<file path="src/rtl/dma_ahb_pkg.sv">
// Shared definitions for the DMA AHB-Lite masters.
// Holds the AHB transfer encodings, the write-master state encoding and the
// address boundary that forces a new NONSEQ burst.
package dma_ahb_pkg;

  localparam logic [1:0] HTRANS_IDLE   = 2'b00;
  localparam logic [1:0] HTRANS_NONSEQ = 2'b10;
  localparam logic [1:0] HTRANS_SEQ    = 2'b11;

  localparam logic [2:0] HSIZE_WORD  = 3'b010;
  localparam logic [2:0] HBURST_INCR = 3'b001;

  // An INCR burst may not cross a 1 KB boundary, so a beat landing on one restarts as NONSEQ.
  localparam int KB_BOUNDARY_BITS = 10;

  localparam logic [1:0] ST_IDLE_ENC  = 2'd0;
  localparam logic [1:0] ST_RUN_ENC   = 2'd1;
  localparam logic [1:0] ST_DRAIN_ENC = 2'd2;
  localparam logic [1:0] ST_ERR_ENC   = 2'd3;

  typedef enum logic [1:0] {
    ST_IDLE  = ST_IDLE_ENC,
    ST_RUN   = ST_RUN_ENC,
    ST_DRAIN = ST_DRAIN_ENC,
    ST_ERR   = ST_ERR_ENC
  } wr_state_e;

endpackage

</file>
<file path="src/rtl/dma_ahb_wr_master.sv">
// DMA write-side AHB-Lite master.
// Accepts one command (destination address + word count), pops one FIFO word per
// beat and writes it to memory as an INCR burst of word transfers with pipelined
// address/data phases. Reports completion with done, an ERROR response with err.
//
// Ports
//   HCLK, HRESETn            clock, asynchronous active-low reset
//   cmd_valid/ready          command handshake (ready only while idle)
//   cmd_addr, cmd_words      destination byte address (word aligned), word count
//   fifo_empty, fifo_rd_en   FIFO status / pop strobe (data on fifo_rdata next cycle)
//   fifo_rdata               registered FIFO read data, stable until the next pop
//   HADDR..HWDATA            AHB-Lite master outputs
//   HREADY, HRESP            AHB-Lite slave response
//   busy, done, err          status: active, 1-cycle success pulse, 1-cycle abort pulse
module dma_ahb_wr_master
  import dma_ahb_pkg::*;
#(
  parameter int ADDR_WIDTH = 32,
  parameter int DATA_WIDTH = 32,
  parameter int CNT_WIDTH  = 16
) (
  input  logic                  HCLK,
  input  logic                  HRESETn,
  input  logic                  cmd_valid,
  output logic                  cmd_ready,
  input  logic [ADDR_WIDTH-1:0] cmd_addr,
  input  logic [CNT_WIDTH-1:0]  cmd_words,
  input  logic                  fifo_empty,
  output logic                  fifo_rd_en,
  input  logic [DATA_WIDTH-1:0] fifo_rdata,
  output logic [ADDR_WIDTH-1:0] HADDR,
  output logic [1:0]            HTRANS,
  output logic                  HWRITE,
  output logic [2:0]            HSIZE,
  output logic [2:0]            HBURST,
  output logic [DATA_WIDTH-1:0] HWDATA,
  input  logic                  HREADY,
  input  logic                  HRESP,
  output logic                  busy,
  output logic                  done,
  output logic                  err
);

  wr_state_e             state_q, state_d;
  logic [ADDR_WIDTH-1:0] addr_q, addr_d;     // address of the next beat to present
  logic [CNT_WIDTH-1:0]  rem_q, rem_d;       // beats not yet accepted
  logic                  dp_q, dp_d;         // a data phase is outstanding
  logic                  seq_ok_q, seq_ok_d; // previous bus cycle accepted a beat of this burst
  logic                  done_q, done_d;

  logic cmd_fire;
  logic err_now;
  logic dp_ok;
  logic beat_avail;
  logic accept;

  // Address bits [1:0] are forced to zero; the inputs themselves are not needed.
  logic unused_addr_lsbs;
  assign unused_addr_lsbs = ^cmd_addr[1:0];

  assign cmd_fire = cmd_valid && (state_q == ST_IDLE);
  // First cycle of the two-cycle ERROR response.
  assign err_now  = dp_q && !HREADY && HRESP;
  assign dp_ok    = dp_q && HREADY && !HRESP;
  // A beat is presented only when it has data behind it. FIFO words can only
  // disappear through our own pop, so once presented the beat stays valid through
  // wait states and HTRANS/HADDR hold by construction.
  assign beat_avail = (state_q == ST_RUN) && (rem_q != '0) && !fifo_empty && !err_now;
  assign accept     = beat_avail && HREADY;

  always_comb begin
    // NOTE: every signal written here gets a default first, so no path can infer a latch.
    state_d  = state_q;
    addr_d   = addr_q;
    rem_d    = rem_q;
    dp_d     = dp_q;
    seq_ok_d = seq_ok_q;
    done_d   = 1'b0;
    HTRANS   = HTRANS_IDLE;

    if (beat_avail) begin
      HTRANS = (seq_ok_q && (addr_q[KB_BOUNDARY_BITS-1:0] != '0)) ? HTRANS_SEQ : HTRANS_NONSEQ;
    end

    // A data phase ends on any HREADY-high edge; a new one starts if a beat is accepted there.
    if (HREADY) begin
      dp_d = accept;
    end

    if (accept) begin
      addr_d   = addr_q + ADDR_WIDTH'(4);
      rem_d    = rem_q - CNT_WIDTH'(1);
      seq_ok_d = 1'b1;
    end else if (!beat_avail) begin
      // An IDLE cycle on the bus breaks the burst; the next beat restarts as NONSEQ.
      seq_ok_d = 1'b0;
    end

    unique case (state_q)
      ST_IDLE: begin
        if (cmd_fire) begin
          addr_d   = {cmd_addr[ADDR_WIDTH-1:2], 2'b00};
          rem_d    = cmd_words;
          dp_d     = 1'b0;
          seq_ok_d = 1'b0;
          if (cmd_words == '0) begin
            done_d = 1'b1;
          end else begin
            state_d = ST_RUN;
          end
        end
      end
      ST_RUN: begin
        if (err_now) begin
          state_d = ST_ERR;
        end else if (accept && (rem_q == CNT_WIDTH'(1))) begin
          state_d = ST_DRAIN;
        end
      end
      ST_DRAIN: begin
        if (err_now) begin
          state_d = ST_ERR;
        end else if (dp_ok) begin
          state_d = ST_IDLE;
          done_d  = 1'b1;
        end
      end
      ST_ERR: begin
        // Second ERROR cycle; the cancelled beat never gets a data phase.
        state_d = ST_IDLE;
        dp_d    = 1'b0;
      end
      default: state_d = ST_IDLE;
    endcase
  end

  always_ff @(posedge HCLK or negedge HRESETn) begin
    if (!HRESETn) begin
      state_q  <= ST_IDLE;
      addr_q   <= '0;
      rem_q    <= '0;
      dp_q     <= 1'b0;
      seq_ok_q <= 1'b0;
      done_q   <= 1'b0;
    end else begin
      // NOTE: state registers use non-blocking assignments so all of them update from pre-edge values.
      state_q  <= state_d;
      addr_q   <= addr_d;
      rem_q    <= rem_d;
      dp_q     <= dp_d;
      seq_ok_q <= seq_ok_d;
      done_q   <= done_d;
    end
  end

  assign cmd_ready  = (state_q == ST_IDLE);
  assign busy       = (state_q != ST_IDLE);
  assign err        = (state_q == ST_ERR);
  assign done       = done_q;
  assign fifo_rd_en = accept;
  assign HADDR      = addr_q;
  assign HWRITE     = 1'b1;
  assign HSIZE      = HSIZE_WORD;
  assign HBURST     = HBURST_INCR;
  // The FIFO holds its read data until the next pop, which only happens on the edge ending this data phase.
  assign HWDATA     = fifo_rdata;

endmodule

</file>
<file path="config.mk">
export PLATFORM = sky130hd
export DESIGN_NAME = dma_ahb_wr_master
export DESIGN_NICKNAME = d
export VERILOG_FILES = /design/src/rtl/dma_ahb_pkg.sv /design/src/rtl/dma_ahb_wr_master.sv
export SDC_FILE = /design/constraint.sdc
export NUM_CORES = 1
export LEC_CHECK = 0
export CAP_MARGIN = 5
export CORE_MARGIN = 5
export CORE_UTILIZATION = 43
export CTS_BUF_LIST = sky130_fd_sc_hd__clkbuf_8
export CTS_CLUSTER_SIZE = 10
export DETAILED_ROUTE_END_ITERATION = 16
export GPL_TIMING_DRIVEN = 0
export MAX_ROUTING_LAYER = met4
export PLACE_DENSITY = 0.84
export SYNTH_ARGS = -nofsm -noshare
export SYNTH_HDL_FRONTEND = slang
export SYNTH_SLANG_ARGS = --single-unit
</file>
<file path="constraint.sdc">
create_clock -name HCLK -period 3.19 [get_ports HCLK]
set_input_delay 0.957 -clock HCLK [delete_from_list [all_inputs] [get_ports HCLK]]
set_output_delay 0.957 -clock HCLK [all_outputs]
set_load 0.01 [all_outputs]
</file>
==> run summary, run 1 <==
• complete, no violations — result of the run
• 0 — EDFF count, synth
• 5.55 — Avg Vias per Cell
• 1850 um^2 — multi-input gate area in the final layout
• HTRANS[1] — end point of the critical path
• state_q[1] — origin of the critical flop-to-flop path
• 0.72 ns — Register-to-Register Setup Slack
• output pin — Setup crit end kind
• clkdlybuf4s50_1 (114), nor2_1 (56), buf_4 (55), dfrtp_1 (49), a21oi_1 (44) — most used cells in the layout excluding fill and tap cells
• flop — launching element type of the critical path
• 5 — number of buffers created by CTS
• 3600 — total via count in the routed design
• 0 — CTS Hold Bufs
• 63.8% — worst slew slack as a fraction of its limit
• reg -> out — path type of the worst setup path
• 98.0% — post-route clock period utilization
• 32 — # rows
• 8.29 mm — half-perimeter wire length after detailed placement
• 51.1% — combinational power share
• 0 — Finish-stage setup viols
• 41 — post-synthesis cell type count
• HADDR[26] — Crit Reg-Reg Endpoint
• 0.0126 ns — post-route clock skew
• 17.5 mm — first-pass GRT wire length
• clkbuf_8 — master cell of the clock root buffer
• 2 — H-tree depth
• 17.1 um — routed wire length per instance
• 0.544 ns — transition time at the pin with the least slew margin
• 38 — largest net degree at the start of global routing
• 3659 — vias in the first global route
• 42.2% — switching part of the total
• 649 — non-filler instance count after layout
• 51 — number of flip-flops and latches in the synthesized netlist
• 9 — worst reg2reg path depth
• 5 — length of the first detailed-routing pass in iterations
• 36.9% — sequential-to-total area share from yosys stat
• 0 ns — Sum Neg Setup Slack
• 0.320 GHz — maximum clock frequency
• 321 — violation count after the first detailed-route iteration
• 0 — total DRC errors in the routed layout
• 8.62 um^2 — mean instance size in the synthesized netlist
• 0 — final hold violations
• 10 — Max FO, Critical Path
• 100% — asr flop ratio synth
• 0 — antenna violations before repair
• 0.10 ns — clock transition at the registers of the reported paths
• 3460 um^2 — post-synth design cell area
• 7770 um^2 — core outline area
• 11.1 mm — overall routed net length
• 0 — remaining antenna violation count after routing
• 0 — number of max-slew violations in the final report
• 99.7 um — die span in x
• 9940 um^2 — full die area
• rem_q[1] — start point of the critical path
• 2.01 nW — standby leakage power
• 12.6% — Clock power frac
• 2.17 ns — arrival time worst endpoint
• 401 — post-synthesis instance total
• 0 — residual overflow from global routing
• in -> async — classification of the worst-slack hold path
• 640 — number of nets at the end of the flow
• 755 nW/um^2 — pwr dens
• 0.00222 W — internal power
• 1280 um^2 — Reg area
• 0.0629 ns — min setup slack post-route
• 2.23 ns — data required time of the worst path
• done — TritonCTS clock tree
• no — RSZ-0062 raised after global routing
• 46.8% — growth of design area from synthesis to finish
• 16.5% — share of cells above drive strength 1
• 0 — Max Cap Viol
• 22.2% — overall fraction of global-route tracks in use
• 120 — number of port buffers
• 164 — # IOs
• -0.755 ns — Worst Setup Slack post-DPL
• 0 — ANT cells
• 631 — number of cells after detailed placement
• 0 — count of yosys warnings during synthesis
• 618 — number of filler instances in the final layout
• 44.5% — initial core utilization
• dfrtp_1 — primary flip-flop cell chosen by synthesis mapping
• clkdlybuf4s50_1 — commonest non-fill, non-tap cell in the layout
• 0.880 — final weighted congestion of routability-driven global placement
• 36.4% — sequential share of power
• 3.13 ns — Min Clock Period, post-route
• 0.411 mV — maximum vdd drop
• 51 — clock tree sinks
• 0.32 ns — clock latency on the worst-skew pair
• 2 — CTS Buffer Depth
• 0.00162 W — Sw Pwr
• 99.7 um — die height
per-stage QoR:
step | cell area [um^2] | hold slack, ns | utilization [%] | total power [W]
3_5_place_dp | 4830 | 0.557 | 62.2 | 0.00322
2_1_floorplan | 3480 | 0.488 | - | 0.00234
4_1_cts | 5070 | 0.552 | 65.3 | 0.00378
6_report | 5080 | 0.536 | 65.4 | 0.00383
5_1_grt | 5080 | 0.571 | 65.4 | 0.00406
3_3_place_gp | 4810 | 0.518 | 62.0 | 0.00312
per-layer routing:
| metal | global-route usage [%] | wire length, um |
|---|---|---|
| met5 | - | 0 |
| met2 | 37.4 | 5490 |
| met4 | 9.35 | 331 |
| met3 | 3.86 | 851 |
| met1 | 26.1 | 4420 |
repair_timing:
action	in CTS	in global routing
resized for setup	24	4
pin swaps	4	0
gates cloned	0	0
setup buffers	11	0
setup endpoints to repair	3	3
state kept, by name (all words and copies together) (netlist names):
name      cells
rem_q        16
seq_ok_q      1
state_q       2
done          1
HADDR        30
dp_q          1
how the worst min path moves through the flow:
stage | to | slack [ns] | cells after the start
2_1_floorplan | seq_ok_q | 0.49 | 2
3_3_place_gp | seq_ok_q | 0.52 | 2
3_5_place_dp | seq_ok_q | 0.56 | 2
4_1_cts | HADDR[12] | 0.55 | 1
5_1_grt | HADDR[12] | 0.57 | 1
6_report | HADDR[12] | 0.54 | 1
logic make-up (layout without fill, tap and decap cells):
logic type | count (synthesis) | count (layout) | synth area share (%)
and+or+nand+nor | 170 | 170 | 27.4
buffers and inverters | 68 | 207 | 12.2
AOI/OAI and AO/OA | 58 | 58 | 9.01
DFF | 51 | 51 | 36.9
xor gates and xnor gates | 41 | 41 | 10.4
adders and majority gates | 8 | 8 | 2.89
muxes | 3 | 3 | 0.977
other | 2 | 9 | 0.217
power by group through the flow:
stage	logic, W	clock network [W]	registers (W)
global route	0.00212	0.000504	0.00144
detailed placement	0.00183	0	0.00139
floorplan	0.000966	0	0.00138
finish	0.00196	0.000481	0.00139
CTS	0.00194	0.000479	0.00136
global placement	0.00176	0	0.00136
cell usage after synthesis (3+ instances only):
cell type / instances / area share, %
or3_1: 3 / 0.54
nor3_1: 13 / 1.9
dfrtp_1: 51 / 37
nor4_1: 20 / 3.6
nor4b_1: 5 / 1.3
nand3_1: 15 / 2.2
nand4_1: 9 / 1.6
ha_1: 8 / 2.9
mux2_2: 3 / 0.98
or4_1: 3 / 0.65
nand2_1: 18 / 2.0
nand4b_1: 3 / 0.76
inv_1: 9 / 0.98
and3_1: 6 / 1.1
o21ai_0: 5 / 0.72
buf_2: 3 / 0.43
a21oi_1: 44 / 6.4
xor2_1: 7 / 1.8
buf_4: 43 / 9.3
xnor2_1: 34 / 8.6
clkbuf_1: 12 / 1.3
a31oi_1: 4 / 0.72
nor2_1: 56 / 6.1
and4_1: 5 / 1.3
area by class of cell:
type	count	area share, %
plain buffers	58	7.66
multi-input cells	289	36.4
clock inverters	3	0.936
well taps	102	2.51
inverters	9	0.665
repair buffers	132	25.3
clock buffers	5	1.36
flip-flops and latches	51	25.2
worst max-delay path: stages, from the launching register on:
cell,delay (ns)
dfrtp_1,0.40
inv_1,0.12
ha_1,0.22
nor3b_4,0.22
and4_4,0.26
buf_4,0.20
or3_4,0.16
inv_1,0.03
buf_4,0.11
buf_4,0.13
Note: power is estimated with default switching activity, not from simulation.
==> run 2: changes to the inputs <==
--- a/config.mk
+++ b/config.mk
@@ -16,2 +16,3 @@
 export PLACE_DENSITY = 0.84
+export SETUP_SLACK_MARGIN = 0.1
 export SYNTH_ARGS = -nofsm -noshare
--- a/constraint.sdc
+++ b/constraint.sdc
@@ -3,2 +3,2 @@
 set_output_delay 0.957 -clock HCLK [all_outputs]
-set_load 0.01 [all_outputs]
+set_load 0.05 [all_outputs]
==> run 2 against run 1 <==
Flip-flop and latch count unchanged; critical endpoint unchanged; largest power group unchanged; global-route usage increased by 0.082 points; via count decreased by 2.0%; first-iteration DRC count decreased by 32%; final area increased by 1.5%; setup slack improved by 0.069 ns.
==> run summary, run 2 (synthesis gave the netlist of run 1 again) <==
• complete, no violations — result of the run, unchanged
• 64.6% — worst slew slack as a fraction of its limit, was 63.8%
• 37 — largest net degree at the start of global routing, was 38
• inv_2 -> ha_4 -> nor3b_4 -> and4_4 -> buf_8 -> or3_4 -> inv_2 -> buf_4 -> buf_8 — cell-by-cell trace of the critical path, was inv_1 -> ha_1 -> nor3b_4 -> and4_4 -> buf_4 -> or3_4 -> inv_1 -> buf_4 -> buf_4
• 870 um — detailed-routed wire length on met3, was 851 um
• 95.9% — post-route clock period utilization, was 98.0%
• simple AND/OR/NAND/NOR gates — CP delay by family, top, unchanged
• 16.7 um — routed wire length per instance, was 17.1 um
• reg -> out — path type of the worst setup path, unchanged
• 5 — length of the first detailed-routing pass in iterations, unchanged
• 631 — number of cells after detailed placement, unchanged
• 0 — Finish-stage setup viols, unchanged
• done — TritonCTS clock tree, unchanged
• 0.327 GHz — maximum clock frequency, was 0.320 GHz
• 0.849 — final weighted congestion of routability-driven global placement, was 0.880
• 164 — # IOs, unchanged
• 2 — H-tree depth, unchanged
• 3527 — total via count in the routed design, was 3600
• 5.39 — Avg Vias per Cell, was 5.55
• 654 — non-filler instance count after layout, was 649
• 217 — violation count after the first detailed-route iteration, was 321
• 0 — remaining antenna violation count after routing, unchanged
• 32 — # rows, unchanged
• 0 — total DRC errors in the routed layout, unchanged
• in -> async — classification of the worst-slack hold path, unchanged
• yes — RSZ-0062 raised after global routing, was no
• clkdlybuf4s50_1 (113), buf_4 (58), nor2_1 (55), dfrtp_1 (49), a21oi_1 (44) — most used cells in the layout excluding fill and tap cells, was clkdlybuf4s50_1 (114), nor2_1 (56), buf_4 (55), dfrtp_1 (49), a21oi_1 (44)
• output pin — Setup crit end kind, unchanged
• met4 — top routing layer used, unchanged
• 8.12 mm — half-perimeter wire length after detailed placement, was 8.29 mm
• 0.529 ns — transition time at the pin with the least slew margin, was 0.544 ns
• 5 — Critical path buffers and inverters, unchanged
• 0.39 ns — largest stage delay on the critical path, was 0.40 ns
• 645 — number of nets at the end of the flow, was 640
• 30 — Largest register FFs, unchanged
• 0.557 ns — worst hold slack, was 0.536 ns
• 0 — ANT cells, unchanged
• 3641 — vias in the first global route, was 3659
• 0 — Max Cap Viol, unchanged
• 3.06 ns — Min Clock Period, post-route, was 3.13 ns
• 0 — final hold violations, unchanged
• 0.32 ns — clock latency on the worst-skew pair, about the same
• 0 — number of max-slew violations in the final report, unchanged
• 0 — CTS Hold Bufs, unchanged
• 0 ns — Sum Neg Setup Slack, unchanged
• 9940 um^2 — full die area, unchanged
• flop — launching element type of the critical path, unchanged
• 49.0% — growth of design area from synthesis to finish, was 46.8%
• 0.0138 ns — post-route clock skew, was 0.0126 ns
• 5.49 mm — met2 WL post-DR, about the same
• 10.9 mm — overall routed net length, was 11.1 mm
• 0.00454 W — power consumption, was 0.00383 W
• 99.7 um — die height, unchanged
• 0 — residual overflow from global routing, unchanged
• 120 — number of port buffers, unchanged
• 99.7 um — die span in x, unchanged
• 880 nW/um^2 — pwr dens, was 755 nW/um^2
• 17.3 mm — first-pass GRT wire length, was 17.5 mm
• 4 — Max FO, Critical Path, was 10
• 44.5% — initial core utilization, unchanged
• 7770 um^2 — core outline area, unchanged
• 51 — clock tree sinks, unchanged
• 0 — antenna violations before repair, unchanged
• 4.38 mm — Post-Route M1 WL, was 4.42 mm
• 5150 um^2 — area of all placed cells without fillers, was 5080 um^2
• 2.05 nW — standby leakage power, was 2.01 nW
• 0.10 ns — clock transition at the registers of the reported paths, about the same
• 4840 um^2 — post-place instance area, was 4830 um^2
• 0.523 mV — maximum vdd drop, was 0.411 mV
• 2 — CTS Buffer Depth, unchanged
• 2.23 ns — data required time of the worst path, about the same
• clkdlybuf4s50_1 — commonest non-fill, non-tap cell in the layout, unchanged
• 22.3% — overall fraction of global-route tracks in use, was 22.2%
• dfrtp_1 — slowest stage cell, crit path, unchanged
• 5 — number of buffers created by CTS, unchanged
• 659 — number of filler instances in the final layout, was 618
• clkbuf_8 — master cell of the clock root buffer, unchanged
• 18.1% — share of cells above drive strength 1, was 16.5%
• 2.10 ns — arrival time worst endpoint, was 2.17 ns
==> run 2: cell count changes in the layout (fill, tap and decap cells not counted), moves of 2 or more <==
cell / previous run / this run
buf_4: 55 / 58
buf_8: 0 / 3
clkbuf_2: 3 / 1
clkbuf_8: 5 / 7
inv_1: 8 / 6
inv_2: 1 / 4
==> run 2: power breakdown <==
part           total [W]  internal (W)  leakage [nW]  switching [W]
Sequential       0.00139      0.000953         0.572       0.000437
Combinational    0.00273       0.00106          1.42        0.00166
Clock           0.000420      0.000196        0.0557       0.000225
Total            0.00454       0.00221          2.05        0.00233
==> run 2: repair_timing <==
action	in CTS	in global routing
resized for setup	51	5
setup buffers	13	3
setup endpoints to repair	3	3
pin swaps	4	3
==> run 2: final cells by class <==
cell class,count,area (um^2),area share [%]
clock inverters,1,3.75,0.0728
well taps,102,128,2.48
clock buffers,7,96.3,1.87
repair buffers,137,1340,26.1
flip-flops and latches,51,1280,24.8
multi-input cells,289,1870,36.3
inverters,9,33.8,0.655
plain buffers,58,397,7.70
==> run 2: worst paths after layout <==
kind                            start         to  slack (ns)  cells after the start
setup / recovery             rem_q[1]  HTRANS[1]        0.13                      9
setup reg to reg           state_q[1]  HADDR[28]        0.71                      9
max in group asynchronous     HRESETn   HADDR[3]        2.09                      2
min in group HCLK            seq_ok_q   seq_ok_q        0.60                      2
hold / removal                HRESETn   rem_q[9]        0.56                      1
hold reg to reg              seq_ok_q   seq_ok_q        0.60                      2
==> run 2: metrics by stage <==
stage | setup slack, ns | utilization, %
floorplan | 0.147 | -
global placement | -1.01 | 62.1
detailed placement | -0.989 | 62.3
CTS | 0.0685 | 66.2
global route | 0.0716 | 66.3
finish | 0.132 | 66.3
==> run 2: per-layer routing <==
metal	global-route usage (%)	vias to the layer above
li1	-	1655
met5	-	-
met2	36.5	175
met4	9.03	0
met3	4.42	17
met1	26.9	1680
==> run 3: changes to the inputs <==
--- a/config.mk
+++ b/config.mk
@@ -14,3 +14,2 @@
 export GPL_TIMING_DRIVEN = 0
-export MAX_ROUTING_LAYER = met4
 export PLACE_DENSITY = 0.84
==> constraint.sdc (replaced) <==
create_clock -name HCLK -period 3.19 [get_ports HCLK]
set_input_delay 0.319 -clock HCLK [delete_from_list [all_inputs] [get_ports HCLK]]
set_output_delay 0.319 -clock HCLK [all_outputs]
set_load 0.05 [all_outputs]
==> run 3 against run 2 <==
Via count fell by 1.2%; final cell count fell by 1.7%; first-iteration DRC count rose by 24%; sequential power barely moved; die area did not move; core utilization fell by 2.3 points; worst hold slack got worse by 0.55 ns; combinational power fell by 5%; clock-buffer cell count fell by 1; clock skew fell by 0.0026 ns; register-to-register slack improved by 0.08 ns.
==> run summary, run 3 (synthesis gave the netlist of run 1 again) <==
• 3.79% — met3 Usage GRT, was 4.42%
• 2.93 ns — Min Clock Period, post-route, was 3.06 ns
• 25.4% — grt met1 use, was 26.9%
• complete, no violations — result of the run, unchanged
• 120 — number of port buffers, unchanged
• 91.9% — post-route clock period utilization, was 95.9%
• 8 — worst reg2reg path depth, was 9
• 643 — non-filler instance count after layout, was 654
• 5 — number of buffers created by CTS, unchanged
• 7770 um^2 — core outline area, unchanged
• 0.32 ns — clock latency on the worst-skew pair, about the same
• 10 — number of stages on the worst setup path, was 9
• 9.3% — Clock power frac, about the same
• met2 — most used routing layer in global routing, unchanged
• 0 — ANT cells, unchanged
• 0 — total DRC errors in the routed layout, unchanged
• flop — launching element type of the critical path, unchanged
• 2 — H-tree depth, unchanged
• 650 — number of filler instances in the final layout, was 659
• 2.87 ns — data required time of the worst path, was 2.23 ns
• 8.13 mm — half-perimeter wire length after detailed placement, was 8.12 mm
• 0.610 ns — transition time at the pin with the least slew margin, was 0.529 ns
• inv_1 -> ha_1 -> nor3b_4 -> and4_1 -> buf_2 -> buf_4 -> or3_1 -> inv_1 -> buf_4 -> clkbuf_4 — cell-by-cell trace of the critical path, was inv_2 -> ha_4 -> nor3b_4 -> and4_4 -> buf_8 -> or3_4 -> inv_2 -> buf_4 -> buf_8
• 2 — CTS Buffer Depth, unchanged
• 0 — residual overflow from global routing, unchanged
• 1280 um^2 — Reg area, about the same
• 20.8% — overall fraction of global-route tracks in use, was 22.3%
• 0.0112 ns — post-route clock skew, was 0.0138 ns
• no — RSZ-0062 raised after global routing, was yes
• 164 — # IOs, unchanged
• 0 — Max Cap Viol, unchanged
• 0.00229 W — Sw Pwr, was 0.00233 W
• 29 — largest net degree at the start of global routing, was 37
• 0.40 ns — largest stage delay on the critical path, was 0.39 ns
• output pin — Setup crit end kind, unchanged
• 0.864 — final weighted congestion of routability-driven global placement, was 0.849
• 0 — CTS Hold Bufs, unchanged
• 58.8% — combinational power share, was 60.1%
• 4980 um^2 — area of all placed cells without fillers, was 5150 um^2
• done — TritonCTS clock tree, unchanged
• 52.0% — switching part of the total, was 51.3%
• 10.6 mm — overall routed net length, was 10.9 mm
• buffers and inverters — CP delay by family, top, was simple AND/OR/NAND/NOR gates
• 0.341 GHz — maximum clock frequency, was 0.327 GHz
• in -> async — classification of the worst-slack hold path, unchanged
• 0.679 mV — maximum vdd drop, was 0.523 mV
• 16.5 um — routed wire length per instance, was 16.7 um
• 9940 um^2 — full die area, unchanged
• 35.5% — met2 track utilization from global routing, was 36.5%
• 634 — number of nets at the end of the flow, was 645
• 0 — Finish-stage setup viols, unchanged
• 5 — length of the first detailed-routing pass in iterations, unchanged
• 16.9 mm — first-pass GRT wire length, was 17.3 mm
• 99.7 um — die height, unchanged
• 0.10 ns — clock transition at the registers of the reported paths, about the same
• 0.00439 W — power consumption, was 0.00454 W
• 5.42 — Avg Vias per Cell, was 5.39
• 0 — final hold violations, unchanged
• 4830 um^2 — post-place instance area, was 4840 um^2
• 883 nW/um^2 — pwr dens, was 880 nW/um^2
• 99.7 um — die span in x, unchanged
• 51 — clock tree sinks, unchanged
• 14.2% — share of cells above drive strength 1, was 18.1%
• reg -> out — path type of the worst setup path, unchanged
• 3483 — total via count in the routed design, was 3527
• 0 — antenna violations before repair, unchanged
• clkdlybuf4s50_1 — commonest non-fill, non-tap cell in the layout, unchanged
• 32 — # rows, unchanged
• clkbuf_8 — master cell of the clock root buffer, unchanged
• 10 — Max FO, Critical Path, was 4
• 0.00211 W — internal power, was 0.00221 W
• 31.9% — sequential share of power, was 30.6%
• 631 — number of cells after detailed placement, unchanged
• 59.4% — worst slew slack as a fraction of its limit, was 64.6%
• 0 — remaining antenna violation count after routing, unchanged
• 43.9% — growth of design area from synthesis to finish, was 49.0%
• 6 — Critical path buffers and inverters, was 5
• 44.5% — initial core utilization, unchanged
• 30 — Largest register FFs, unchanged
• 3631 — vias in the first global route, was 3641
• 2.61 ns — arrival time worst endpoint, was 2.10 ns
• 1.97 nW — standby leakage power, was 2.05 nW
• dfrtp_1 — slowest stage cell, crit path, unchanged
• 0 — number of max-slew violations in the final report, unchanged
• clkdlybuf4s50_1 (116), nor2_1 (56), dfrtp_1 (50), buf_4 (48), a21oi_1 (44) — most used cells in the layout excluding fill and tap cells, was clkdlybuf4s50_1 (113), buf_4 (58), nor2_1 (55), dfrtp_1 (49), a21oi_1 (44)
• 269 — violation count after the first detailed-route iteration, was 217
• 1810 um^2 — multi-input gate area in the final layout, was 1870 um^2
run 3: worst paths after layout:
check	start	endpoint	slack, ns
max	rem_q[1]	HTRANS[1]	0.26
min	HRESETn	rem_q[3]	0.005
max reg2reg	state_q[1]	HADDR[26]	0.79
min reg2reg	seq_ok_q	seq_ok_q	0.56
max in group asynchronous	HRESETn	rem_q[0]	2.60
min in group HCLK	seq_ok_q	seq_ok_q	0.56
run 3: final cells by class:
class	count	share of cell area (%)
Inverter	9	0.679
Clock inverter	2	0.327
Buffer	59	7.85
Clock buffer	6	1.66
Timing Repair Buffer	125	24.9
Tap cell	102	2.56
Multi-Input combinational cell	289	36.3
Sequential cell	51	25.7
run 3: power groups by stage:
stage               sequential, W  combinational, W  clock (W)
floorplan                 0.00194           0.00113          0
global placement          0.00136           0.00250          0
detailed placement        0.00138           0.00255          0
CTS                       0.00138           0.00257   0.000411
global route              0.00144           0.00275   0.000436
finish                    0.00140           0.00259   0.000408
run 3: routing by layer:
layer	vias to the layer above	wire, um
met5	-	0
met4	0	292
met3	28	859
met2	185	5130
met1	1635	4350
li1	1635	-
run 3: timing repair:
action | CTS | global route
resized for setup | 11 | 8
setup endpoints to repair | 3 | 3
buffers inserted | 3 | 1
gates cloned | 0 | 0
pin swaps | 0 | 1
run 3: metrics by stage:
step | TNS, ns | setup slack [ns] | utilization, % | hold WS [ns]
3_3_place_gp | -0.117 | -0.0848 | 62.0 | 0.518
5_1_grt | 0 | 0.118 | 64.1 | 0.0353
4_1_cts | 0 | 0.116 | 63.8 | 0.0187
6_report | 0 | 0.259 | 64.1 | 0.00472
3_5_place_dp | -0.168 | -0.118 | 62.2 | 0.359
2_1_floorplan | 0 | 0.450 | - | 0.0234
==> edit 1, RTL diff (settings of run 1) <==
Change the parameter `CNT_WIDTH` from 16 to 20.
--- a/src/rtl/dma_ahb_wr_master.sv
+++ b/src/rtl/dma_ahb_wr_master.sv
@@ -17,7 +17,7 @@
 #(
   parameter int ADDR_WIDTH = 32,
   parameter int DATA_WIDTH = 32,
-  parameter int CNT_WIDTH  = 16
+  parameter int CNT_WIDTH  = 20
 ) (
   input  logic                  HCLK,
   input  logic                  HRESETn,
Ports: changed (resized cmd_words); port bits go from 164 to 168. No check against the original RTL was run, so the function may have changed too.
==> edit 1 against run 1 <==
  * Worst setup slack gained 0.093 ns
  * Sequential cell count grew 4
  * Wire length grew 8.3%
  * Synthesized cell count grew 10%
  * Clock skew shrank 0.0034 ns
  * Final area grew 8.5%
  * Synthesized area grew 10%
  * Combinational power is essentially flat
  * Cell count grew 8.0%
  * Count of clock-buffer cells in the layout is the same
  * Worst hold slack gained 0.050 ns
  * Total power grew 1.5%
  * Critical endpoint unchanged
  * Largest cell class unchanged
  * Highest routed layer unchanged
==> edit 1: results <==
set metrics [dict create \
    clk_pin_slew_ns 0.09 \
    firstDrtPassIters 5 \
    status "finished clean" \
    cts_root_buf "clkbuf_8" \
    ys_dominant_reg_cell "dfrtp_1" \
    io_buffers 124 \
    track_usage_pct 22.3 \
    largest_reg_flops 30 \
    reg2reg_depth 5 \
    drive_gt1_share_pct 16.7 \
    power_leakage_nw 2.10 \
    synth-seq-area-share_pct 36.1 \
    grt_pass1_wl_um 19900 \
    clk_path_buf_depth 2 \
    finalWeightedCongestion 0.930 \
    hold_depth 2 \
    post-route-min-period_ns 3.03 \
    vias 3959 \
    slowest_delay_ns 0.36 \
    powerClk_mw 0.457 \
    timing.slew.headroom_pct 47.6 \
    synth_cell_types 51 \
    synthTopCellsByCount "dfrtp_1, nand2_1, buf_4" \
    crit_slowest_cell "or3_4" \
    final_nets 691 \
    h-tree-depth 2 \
    grt_pass1_vias 4058 \
    routedWlPerCell_um 17.1 \
    cp_max_fo 3 \
    use_met2_pct 37.4 \
    crit_family "simple AND/OR/NAND/NOR gates" \
    power.internal_mw 2.25 \
    drt-met1-wl_um 4890 \
    fillCellCount 738 \
    initialDrtViolationCount 359 \
    n_antenna_cell 0 \
    antenna_found_initial 0 \
    use_met3_pct 4.28 \
    pg_seq_mw 1.48 \
    peakVddDrop_v 0.000244 \
    grt_max_degree 37 \
    maxCapViolCount 0 \
    finalClockSkew_ns 0.00921 \
    met1_usage_pct 27.1 \
    clock_latency_ns 0.31 \
    synth_area_leaders "dfrtp_1, buf_4, nand2_1" \
    wl_met3_um 888 \
    synth-async-reset-ratio_pct 100 \
    min_path_type "reg2reg" \
    hpwl_um 9220 \
    wl_met2_um 5930 \
]
edit 1: cell types whose count changed after synthesis, sizes merged, moves of 10 or more:
cell | run 1 | this run
nor2 | 56 | 31
nand2 | 18 | 52
nor4 | 21 | 11
a2111oi | 0 | 10
xnor2 | 34 | 22
o21ai | 5 | 47
a21oi | 44 | 6
edit 1: final timing paths:
kind / from / to / slack (ns)
setup / recovery: HRESP / HTRANS[1] / 0.16
hold reg to reg: dp_q / done / 0.59
max in group asynchronous: HRESETn / rem_q[10] / 2.00
hold / removal: dp_q / done / 0.59
setup reg to reg: rem_q[2] / rem_q[19] / 0.69
min in group asynchronous: HRESETn / HADDR[7] / 0.60
edit 1: area by class of cell:
class,instances,share of cell area [%]
clock buffers,5,1.25
repair buffers,137,24.1
clock inverters,2,0.613
well taps,108,2.45
multi-input cells,317,38.0
flip-flops and latches,55,25.0
inverters,15,1.02
plain buffers,62,7.58
edit 1: cell families after synthesis:
kind of cell               after synthesis  synth area share (%)
other                                    2                 0.197
muxes                                    2                 0.557
AOI/OAI and AO/OA                      104                  18.8
and+or+nand+nor                        157                  21.2
buffers and inverters                   78                  12.1
DFF                                     55                  36.1
adders and majority gates                8                  2.62
xor gates and xnor gates                37                  8.49
edit 1: through the flow:
| step | std cells | area (um2) | worst slack [ns] | total power, mW |
|---|---|---|---|---|
| detailed placement | 683 | 5230 | -1.11 | 3.30 |
| global placement | 682 | 5220 | -1.09 | 3.22 |
| floorplan | 450 | 3840 | 0.374 | 2.39 |
| global route | 701 | 5510 | 0.0226 | 4.15 |
| CTS | 699 | 5470 | 0.00983 | 3.84 |
| finish | 701 | 5510 | 0.156 | 3.89 |
edit 1: what timing repair did:
item | in CTS | in global routing
buffers inserted | 10 | 2
pin swaps | 2 | 2
resized for setup | 27 | 9
setup endpoints to repair | 3 | 3
==> edit 2, RTL diff (flow settings as in run 1) <==
Made on the original files. Take the reset off `addr_q` and load it in a clocked block of its own.
--- a/src/rtl/dma_ahb_wr_master.sv
+++ b/src/rtl/dma_ahb_wr_master.sv
@@ -137,7 +137,6 @@
   always_ff @(posedge HCLK or negedge HRESETn) begin
     if (!HRESETn) begin
       state_q  <= ST_IDLE;
-      addr_q   <= '0;
       rem_q    <= '0;
       dp_q     <= 1'b0;
       seq_ok_q <= 1'b0;
@@ -145,12 +144,15 @@
     end else begin
       // NOTE: state registers use non-blocking assignments so all of them update from pre-edge values.
       state_q  <= state_d;
-      addr_q   <= addr_d;
       rem_q    <= rem_d;
       dp_q     <= dp_d;
       seq_ok_q <= seq_ok_d;
       done_q   <= done_d;
     end
+  end
+
+  always_ff @(posedge HCLK) begin
+    addr_q <= addr_d;
   end
 
   assign cmd_ready  = (state_q == ST_IDLE);
Function: changed (Yosys sat finds a counterexample within 4 cycles, from zero or initial values and one cycle with HRESETn low).
==> edit 2 against run 1 <==
  * Wire length decreased by 6.3%
  * Total power decreased by 4.5%
  * Sequential cell count is the same
  * Final area is 3.5% lower
  * Synthesized cell count stayed put
  * Synthesized area decreased by 4.3%
  * Clock skew grew 0.00080 ns
  * Worst setup slack got worse by 0.016 ns
  * Critical endpoint unchanged
  * Largest cell class unchanged
==> edit 2: results <==
set metrics [dict create \
    ys_dominant_reg_cell "dfxtp_1" \
    finalWeightedCongestion 0.827 \
    hpwl_um 7990 \
    peakVddDrop_v 0.000289 \
    synth-seq-area-share_pct 34.0 \
    synth-async-reset-ratio_pct 41.2 \
    initialDrtViolationCount 187 \
    status "finished clean" \
    grt_max_degree 22 \
    final_nets 641 \
    track_usage_pct 22.1 \
    grt_pass1_wl_um 17100 \
    vias 3459 \
    synth.avg_cell_area_um2 8.25 \
    regToRegSetupSlack_ns 0.67 \
    synth_area_leaders "dfxtp_1, dfrtp_1, buf_4" \
    dp.cells 630 \
    power.internal_mw 2.13 \
    routedWlPerCell_um 16.0 \
    synthTopCellsByCount "nor2_1, a21oi_1, buf_4" \
    drive_gt1_share_pct 16.2 \
    min_path_type "reg2reg" \
    finalClockSkew_ns 0.0134 \
    synth_cell_types 42 \
    wl_um 10400 \
    worst_r2r_endpoint "HADDR[28]" \
    clk_pin_slew_ns 0.10 \
    post-route-min-period_ns 3.14 \
    largest_reg_flops 30 \
]
==> edit 2: cell count changes in the layout (fill, tap and decap cells not counted), moves of 2 or more <==
cell                  run 1  this run
dlygate4sd2_1             1         3
dfxtp_1                   0        30
buf_8                     0         2
dfrtp_2                   2         0
dfrtp_1                  49        21
==> edit 2: power by group through the flow <==
stage / Clock (mW) / Sequential, mW / Combinational [mW]
after detailed placement: 0 / 1.38 / 1.81
after global placement: 0 / 1.36 / 1.75
after CTS: 0.369 / 1.39 / 1.88
final: 0.364 / 1.40 / 1.90
after floorplan: 0 / 1.39 / 0.961
after global routing: 0.402 / 1.46 / 2.08
==> edit 2: cell type report <==
cell class | count | area, um2
multi-input cells | 289 | 1840
flip-flops and latches | 51 | 1130
inverters | 9 | 33.8
fillers | 674 | 2710
clock inverters | 3 | 12.5
plain buffers | 59 | 412
repair buffers | 132 | 1270
clock buffers | 5 | 68.8
well taps | 102 | 128
==> edit 2: worst max-delay path by stage <==
stage          cells after the start         end
2_1_floorplan                      8   HTRANS[0]
3_3_place_gp                       6  fifo_rd_en
3_5_place_dp                       6  fifo_rd_en
4_1_cts                           10   HTRANS[1]
5_1_grt                           10   HTRANS[1]
6_report                          10   HTRANS[1]
==> edit 2: routing by layer <==
layer / global-route usage (%) / vias to the layer above / share of wire [%]
li1: - / 1661 / -
met1: 26.7 / 1622 / 40
met2: 37.6 / 155 / 51
met3: 3.95 / 21 / 6.6
met4: 6.50 / 0 / 2.1
met5: - / - / 0
==> edit 2: cell families after synthesis <==
| group | share of synthesized area (%) |
|---|---|
| other | 0.227 |
| AND/OR/NAND/NOR | 28.7 |
| XOR/XNOR | 10.9 |
| multiplexers | 1.02 |
| AO/OA/AOI/OAI | 9.42 |
| flip-flops | 34.0 |
| adder cells (fa/ha/maj) | 3.03 |
| buffers and inverters | 12.7 |
==> edit 2: stage by stage <==
| step | setup TNS [ns] | utilization [%] | hold WS [ns] |
|---|---|---|---|
| 6_report | 0 | 64.4 | 0.531 |
| 4_1_cts | 0 | 64.1 | 0.532 |
| 3_3_place_gp | -2.02 | 61.3 | 0.507 |
| 3_5_place_dp | -2.11 | 61.3 | 0.517 |
| 2_1_floorplan | 0 | - | 0.488 |
| 5_1_grt | -0.00941 | 64.4 | 0.568 |
==> edit 2: repair_timing <==
item	in CTS	in global routing
resized for setup	32	3
pin swaps	2	1
endpoints found under the setup margin	3	2
setup buffers	9	3
hold buffers	0	0
==> edit 2: worst max-delay path: stages, from the launching register on <==
cell and delay (ns):
dfrtp_1 0.39, inv_2 0.06, ha_2 0.19, nor3b_4 0.16, and4_4 0.20, buf_8 0.12
buf_8 0.13, or3_4 0.35, inv_1 0.07, buf_4 0.10, buf_4 0.11
